[src/rtl/rtc_pkg.sv]
// rtl/rtc_pkg.sv - shared RTC types, default widths/frequency and divisor clamp
package rtc_pkg;

    localparam int RTC_CNT_W     = 24;
    localparam int RTC_TRIM_W    = 8;
    localparam int RTC_BASE_FREQ = 10_000_000;

    typedef logic [RTC_CNT_W-1:0]         cnt_t;
    typedef logic signed [RTC_TRIM_W-1:0] trim_t;

    // Limits a signed divisor candidate to the range a w-bit counter can use: [1, 2^w-1].
    function automatic logic [63:0] clamp_div(input logic signed [63:0] v, input int w);
        logic signed [63:0] hi;
        hi = $signed((64'd1 << w) - 64'd1);
        if (v < 64'sd1) begin
            return 64'd1;
        end else if (v > hi) begin
            return 64'(hi);
        end else begin
            return 64'(v);
        end
    endfunction

endpackage

[src/rtl/rtc_edge_sync.sv]
// rtl/rtc_edge_sync.sv - 2-flop synchroniser plus rising-edge pulse for asynchronous RTC inputs
module rtc_edge_sync (
    input  logic clk,
    input  logic rst,
    input  logic din,
    output logic rise
);

    logic s1_q, s1_d;
    logic s2_q, s2_d;
    logic s3_q, s3_d;

    always_comb begin
        s1_d = din;
        s2_d = s1_q;
        s3_d = s2_q;
    end

    always_ff @(posedge clk) begin
        if (rst) begin
            s1_q <= 1'b0;
            s2_q <= 1'b0;
            s3_q <= 1'b0;
        end else begin
            s1_q <= s1_d;
            s2_q <= s2_d;
            s3_q <= s3_d;
        end
    end

    assign rise = s2_q & ~s3_q;

endmodule

[src/rtl/rtc_prescaler.sv]
// rtl/rtc_prescaler.sv - programmable reference-edge divider with tick/square outputs; RTC_PRESCALER_TRIM_EN enables ppm trim
module rtc_prescaler
    import rtc_pkg::*;
#(
    parameter int BASE_FREQ   = RTC_BASE_FREQ,
    parameter int CNT_W       = RTC_CNT_W,
    parameter int TRIM_W      = RTC_TRIM_W,
    parameter int TRIM_PERIOD = 60
) (
    input  logic              clk,
    input  logic              rst,
    input  logic              trig,
    input  logic              en,
    input  logic              div_valid,
    input  logic [CNT_W-1:0]  div_value,
    output logic              div_ready,
    input  logic [TRIM_W-1:0] trim_val,
    output logic              tick,
    output logic              sq,
    output logic [CNT_W-1:0]  sub_count
);

    localparam logic [CNT_W-1:0] BASE_DIV = CNT_W'(BASE_FREQ);
    localparam logic [CNT_W-1:0] ONE      = CNT_W'(1);

    logic trig_rise;

    rtc_edge_sync u_edge_sync (
        .clk  (clk),
        .rst  (rst),
        .din  (trig),
        .rise (trig_rise)
    );

    logic [CNT_W-1:0] count_q,    count_d;
    logic [CNT_W-1:0] cur_div_q,  cur_div_d;
    logic [CNT_W-1:0] base_div_q, base_div_d;
    logic [CNT_W-1:0] pending_q,  pending_d;
    logic             pend_full_q, pend_full_d;
    logic             div_ready_q, div_ready_d;
    logic             tick_q,     tick_d;
    logic             sq_q,       sq_d;

    logic             count_en;
    logic             wrap;
    logic             xfer;
    logic [CNT_W-1:0] next_base;
    logic [CNT_W-1:0] next_div;

    assign count_en  = trig_rise & en;
    assign wrap      = count_en & (count_q == cur_div_q - ONE);
    assign xfer      = div_valid & div_ready_q;
    // A load captured before this wrap becomes the base for the period that starts now.
    assign next_base = pend_full_q ? pending_q : base_div_q;

`ifdef RTC_PRESCALER_TRIM_EN
    localparam int SEC_W = (TRIM_PERIOD > 1) ? $clog2(TRIM_PERIOD) : 1;
    localparam logic [SEC_W-1:0] LAST_SEC = SEC_W'(TRIM_PERIOD - 1);

    logic [SEC_W-1:0]        sec_cnt_q, sec_cnt_d;
    logic signed [CNT_W+1:0] trim_sum;

    always_comb begin
        sec_cnt_d = sec_cnt_q;
        if (wrap) begin
            sec_cnt_d = (sec_cnt_q == LAST_SEC) ? '0 : sec_cnt_q + SEC_W'(1);
        end
    end

    always_ff @(posedge clk) begin
        if (rst) begin
            sec_cnt_q <= '0;
        end else begin
            sec_cnt_q <= sec_cnt_d;
        end
    end

    // Two guard bits keep base plus a negative trim from wrapping before the clamp sees it.
    assign trim_sum = $signed({2'b00, next_base}) + (CNT_W+2)'($signed(trim_val));
    assign next_div = (sec_cnt_d == LAST_SEC) ? CNT_W'(clamp_div(64'(trim_sum), CNT_W)) : next_base;
`else
    logic unused_trim;
    assign unused_trim = ^trim_val ^ (TRIM_PERIOD > 1);
    assign next_div    = next_base;
`endif

    always_comb begin
        count_d     = count_q;
        tick_d      = 1'b0;
        sq_d        = sq_q;
        base_div_d  = base_div_q;
        cur_div_d   = cur_div_q;
        pending_d   = pending_q;
        pend_full_d = pend_full_q;
        // Ready returns one cycle after the applying wrap, since pend_full_q is still set in that cycle.
        div_ready_d = ~pend_full_q & ~xfer;

        if (count_en) begin
            count_d = wrap ? '0 : count_q + ONE;
        end
        if (wrap) begin
            tick_d      = 1'b1;
            sq_d        = ~sq_q;
            base_div_d  = next_base;
            cur_div_d   = next_div;
            pend_full_d = 1'b0;
        end
        if (xfer) begin
            pending_d   = (div_value == '0) ? ONE : div_value;
            pend_full_d = 1'b1;
        end
    end

    always_ff @(posedge clk) begin
        if (rst) begin
            count_q     <= '0;
            cur_div_q   <= BASE_DIV;
            base_div_q  <= BASE_DIV;
            pending_q   <= '0;
            pend_full_q <= 1'b0;
            div_ready_q <= 1'b1;
            tick_q      <= 1'b0;
            sq_q        <= 1'b0;
        end else begin
            count_q     <= count_d;
            cur_div_q   <= cur_div_d;
            base_div_q  <= base_div_d;
            pending_q   <= pending_d;
            pend_full_q <= pend_full_d;
            div_ready_q <= div_ready_d;
            tick_q      <= tick_d;
            sq_q        <= sq_d;
        end
    end

    assign div_ready = div_ready_q;
    assign tick      = tick_q;
    assign sq        = sq_q;
    assign sub_count = count_q;

endmodule

[config.mk]
export PLATFORM = sky130hd
export DESIGN_NAME = rtc_prescaler
export DESIGN_NICKNAME = d
export VERILOG_FILES = /design/src/rtl/rtc_pkg.sv /design/src/rtl/rtc_edge_sync.sv /design/src/rtl/rtc_prescaler.sv
export SDC_FILE = /design/constraint.sdc
export NUM_CORES = 1
export LEC_CHECK = 0
export ABC_AREA = 1
export CORE_MARGIN = 2
export CORE_UTILIZATION = 50
export CTS_CLUSTER_DIAMETER = 120
export CTS_CLUSTER_SIZE = 20
export DETAILED_ROUTE_END_ITERATION = 10
export GPL_TIMING_DRIVEN = 1
export PLACE_DENSITY = 0.83
export SYNTH_ARGS = -nofsm -noshare
export SYNTH_HDL_FRONTEND = slang
export SYNTH_SLANG_ARGS = --single-unit
[constraint.sdc]
create_clock -name clk -period 3.38 [get_ports clk]
set_input_delay 0.676 -clock clk [delete_from_list [all_inputs] [get_ports clk]]
set_output_delay 0.676 -clock clk [all_outputs]
set_load 0.02 [all_outputs]
==> parameters.txt <==
Parameter                              Value

Outcome
  Result of the run    complete, no violations

Floorplan
  Placeable core region    8760 um^2
  Die outline width    between 90 and 100 um
  Total number of placement rows    34
  Die height    roughly 99 um
  # IOs    64
  Starting density of the core    roughly 52%
  Die area    about 9800 um^2

Layout
  Share of cells above drive strength 1    4.87%
  Multi-input logic area    between 2000 and 2500 um^2
  Count of fill cells added during filler insertion    821
  Final Core Density    61.1%
  Final cell count without fillers    between 800 and 900
  Synthesis-to-layout area growth    18.4%
  Total Nets Final    between 700 and 800
  Storage element area    between 1500 and 2000 um^2
  Cell area after layout    between 5000 and 6000 um^2
  Diodes inserted    0

Pwr
  Worst-case vdd ir drop    0.195 mV
  Static power due to leakage    2.36 nW
  Power density of the placed cells    roughly 340 nW/um^2

Global route
  Antenna violations before repair    0
  Remaining global-route overflow    0
  Global-route wire length before repair    roughly 20000 um
  Pin count of the biggest net entering global routing    between 40 and 50
  Total track usage    24.7%
  Number of global-route vias before repair    approximately 4400

Critical path
  Highest net fanout along the worst path    8
  Internal reg-to-reg setup slack    slightly below 0.7 ns
  Number of cells on the worst reg-to-reg path    13
  Sort of element at the end of the critical path    flop
  Critical path class    reg -> reg
  Arrival time worst endpoint    2.92 ns
  Startpoint type of the worst setup path    flop
  Reg2Reg Capture Point    sub_count[9]$_SDFFE_PP0P_
  R2r startpoint    base_div_q[0]$_SDFFE_PP0P_
  Required time at the endpoint of the critical path    roughly 3.6 ns

Timing
  Worst-case clock skew    between 0.02 and 0.025 ns
  Hold WS    0.407 ns
  Worst relative slew slack    between 40 and 50%
  Sum of negative setup slack    0 ns
  Tightest Pin Transition    0.847 ns
  Final cycle utilization of the critical path    ~80%
  Time the final worst path needs with I/O delays and setup    between 2 and 3 ns
  Final hold vios    0
  Count of final setup violators    0
  Final Max Tran Viols    0
  Setup repair after global routing missed its margin    false
  Highest achievable clock rate    about 0.37 GHz

Min path
  Hold Crit Depth    2
  Beginning of the worst hold path    u_edge_sync.s1_q$_SDFF_PP0_
  Worst min-delay path endpoint    u_edge_sync.s2_q$_SDFF_PP0_
  HP Class    reg -> reg

Logic synthesis
  Number of enable flip-flop cells after synthesis    0
  Instance count of the mapped netlist    703
  Number of warnings printed during yosys synthesis    0
  Number of storage elements in the synthesis netlist    79
  Number of distinct library cell variants in the gate-level netlist after synthesis    34
  Ys async rst share    0%
  Total standard cell area after synthesis    ~4500 um^2
  Sequential fraction of the synthesis area    a little over a third
  Most frequently used cell type in the post-synthesis netlist    sky130_fd_sc_hd__nand2_1
  Synthesized Nets    between 700 and 800
  Ranking of synthesized cells by instance count    sky130_fd_sc_hd__nand2_1, sky130_fd_sc_hd__inv_1, sky130_fd_sc_hd__nor2_1, sky130_fd_sc_hd__dfxtp_1, sky130_fd_sc_hd__nand4_1
  Most area-hungry cell type in the Yosys netlist    sky130_fd_sc_hd__dfxtp_1
  Top cells by area in the synthesized netlist    sky130_fd_sc_hd__dfxtp_1, sky130_fd_sc_hd__nand2_1, sky130_fd_sc_hd__inv_1, sky130_fd_sc_hd__nor2_1, sky130_fd_sc_hd__nand4_1
  Mean Syn Cell Area    around 6.4 um^2
  Leading register cell type out of synthesis    sky130_fd_sc_hd__dfxtp_1
  Synth top area share    35.0%

Clock tree
  Number of buffers added by the clock tree synthesis step    9
  CTS tree    built
  Later-pin clock latency in the skew report    roughly 0.35 ns
  H-tree depth    3
  Root Buffer Master    sky130_fd_sc_hd__clkbuf_8
  Largest buffer count on any clock path    2
  Hold buffer count at CTS    0
  Clock transition at the registers of the reported paths    roughly 0.090 ns
  Number of clock sinks    between 70 and 80
  CTS-repair resized insts    0
  Post-CTS Setup Bufs    0

Drt
  Number of DRC markers after the initial detailed-route iteration    260
  Number of nets with antenna violations after detailed routing    0
  Count of unresolved DRC violations after routing    0
  Via density per instance    between 5 and 6
  Total iterations of the first detailed-routing run    5
  Detailed-route wire length per cell    between 10 and 15 um
  Routed WL    between 10000 and 15000 um
  Vias    roughly 4500

Run
  Max-cap violation count    0

Placement
  Count of input and output buffers    55
  Routability congestion estimate    ~0.94
  Post-placement cell area    a little over 5000 um^2
  Total placed cells including tap cells    approximately 850
  HPWL after DPL    between 8000 and 9000 um
[registers in the layout (all words and copies together) (netlist names)]
name              count
u_edge_sync.s3_q      1
sub_count            24
pend_full_q           1
base_div_q           24
pending_q            24
tick                  1
div_ready             1
u_edge_sync.s1_q      1
u_edge_sync.s2_q      1
sq                    1
[critical path, stage by stage, from the launching register on]
cell,delay [ns]
sky130_fd_sc_hd__dfxtp_1,0.33
sky130_fd_sc_hd__inv_2,0.08
sky130_fd_sc_hd__ha_1,0.19
sky130_fd_sc_hd__nand2_1,0.15
sky130_fd_sc_hd__nor2_2,0.30
sky130_fd_sc_hd__nand2_1,0.12
sky130_fd_sc_hd__xor2_1,0.23
sky130_fd_sc_hd__nand2_1,0.08
sky130_fd_sc_hd__nor2_1,0.14
sky130_fd_sc_hd__nand2_1,0.10
sky130_fd_sc_hd__nor2_4,0.16
sky130_fd_sc_hd__nand2_1,0.33
sky130_fd_sc_hd__inv_1,0.30
sky130_fd_sc_hd__nor3_1,0.08
[metrics by stage]
stage / power, W / worst slack (ns)
floorplan: 0.00106 / 1.19
global placement: 0.00111 / 0.450
detailed placement: 0.00112 / 0.416
CTS: 0.00182 / 0.651
global route: 0.00188 / 0.401
finish: 0.00182 / 0.680
[metal layers]
metal | global-route usage, % | share of wire, %
met4 | 9.69 | 3.2
met3 | 3.83 | 5.1
met2 | 40.2 | 46
met1 | 32.9 | 46
met5 | 0 | 0
[cells by family (layout without fill, tap and decap cells)]
logic type               Yosys count  after routing  share of synthesized area, %
AND/OR/NAND/NOR                  383            383                          37.9
adder cells (fa/ha/maj)            2              2                         0.553
buffers and inverters            143            200                          12.4
flip-flops                        79             79                          35.0
AO/OA/AOI/OAI                     62             62                          7.50
XOR/XNOR                          34             34                          6.59
[cells in the final DEF (no fill, tap or decap), types with 3 or more instances in the layout]
| cell type | n |
|---|---|
| sky130_fd_sc_hd__inv_1 | 119 |
| sky130_fd_sc_hd__nor4_1 | 7 |
| sky130_fd_sc_hd__nor2_2 | 5 |
| sky130_fd_sc_hd__o21ai_0 | 27 |
| sky130_fd_sc_hd__nand3_1 | 41 |
| sky130_fd_sc_hd__xor2_1 | 25 |
| sky130_fd_sc_hd__clkbuf_8 | 9 |
| sky130_fd_sc_hd__nand2_1 | 171 |
| sky130_fd_sc_hd__a21oi_1 | 23 |
| sky130_fd_sc_hd__o21bai_1 | 4 |
| sky130_fd_sc_hd__dfxtp_1 | 79 |
| sky130_fd_sc_hd__xnor2_1 | 9 |
| sky130_fd_sc_hd__nor2_4 | 3 |
| sky130_fd_sc_hd__a211oi_1 | 5 |
| sky130_fd_sc_hd__nor2_1 | 95 |
| sky130_fd_sc_hd__nand4_1 | 43 |
| sky130_fd_sc_hd__nor3_1 | 9 |
| sky130_fd_sc_hd__clkdlybuf4s50_1 | 55 |
| sky130_fd_sc_hd__buf_4 | 8 |
[final cells by class]
class	instances	area share (%)
Timing Repair Buffer	63	11.4
Tap cell	108	2.52
Clock inverter	6	1.26
Multi-Input combinational cell	481	44.4
Sequential cell	79	29.5
Inverter	121	8.48
Clock buffer	10	2.38
[worst max-delay path by stage]
stage,startpoint,end,slack (ns)
after detailed placement,en,sub_count[13]$_SDFFE_PP0P_,0.42
after global routing,base_div_q[0]$_SDFFE_PP0P_,base_div_q[10]$_SDFFE_PP1P_,0.40
after floorplan,en,base_div_q[7]$_SDFFE_PP1P_,1.19
final,base_div_q[0]$_SDFFE_PP0P_,sub_count[9]$_SDFFE_PP0P_,0.68
after CTS,base_div_q[0]$_SDFFE_PP0P_,base_div_q[2]$_SDFFE_PP0P_,0.65
after global placement,en,sub_count[13]$_SDFFE_PP0P_,0.45
[power by group]
group          internal [W]  leakage, nW  switching (W)  total (W)
logic             0.0000555         1.62      0.0000678   0.000123
registers          0.000957        0.643      0.0000191   0.000976
clock network      0.000346       0.0933       0.000376   0.000722
Power figures use the tool's default switching activity.
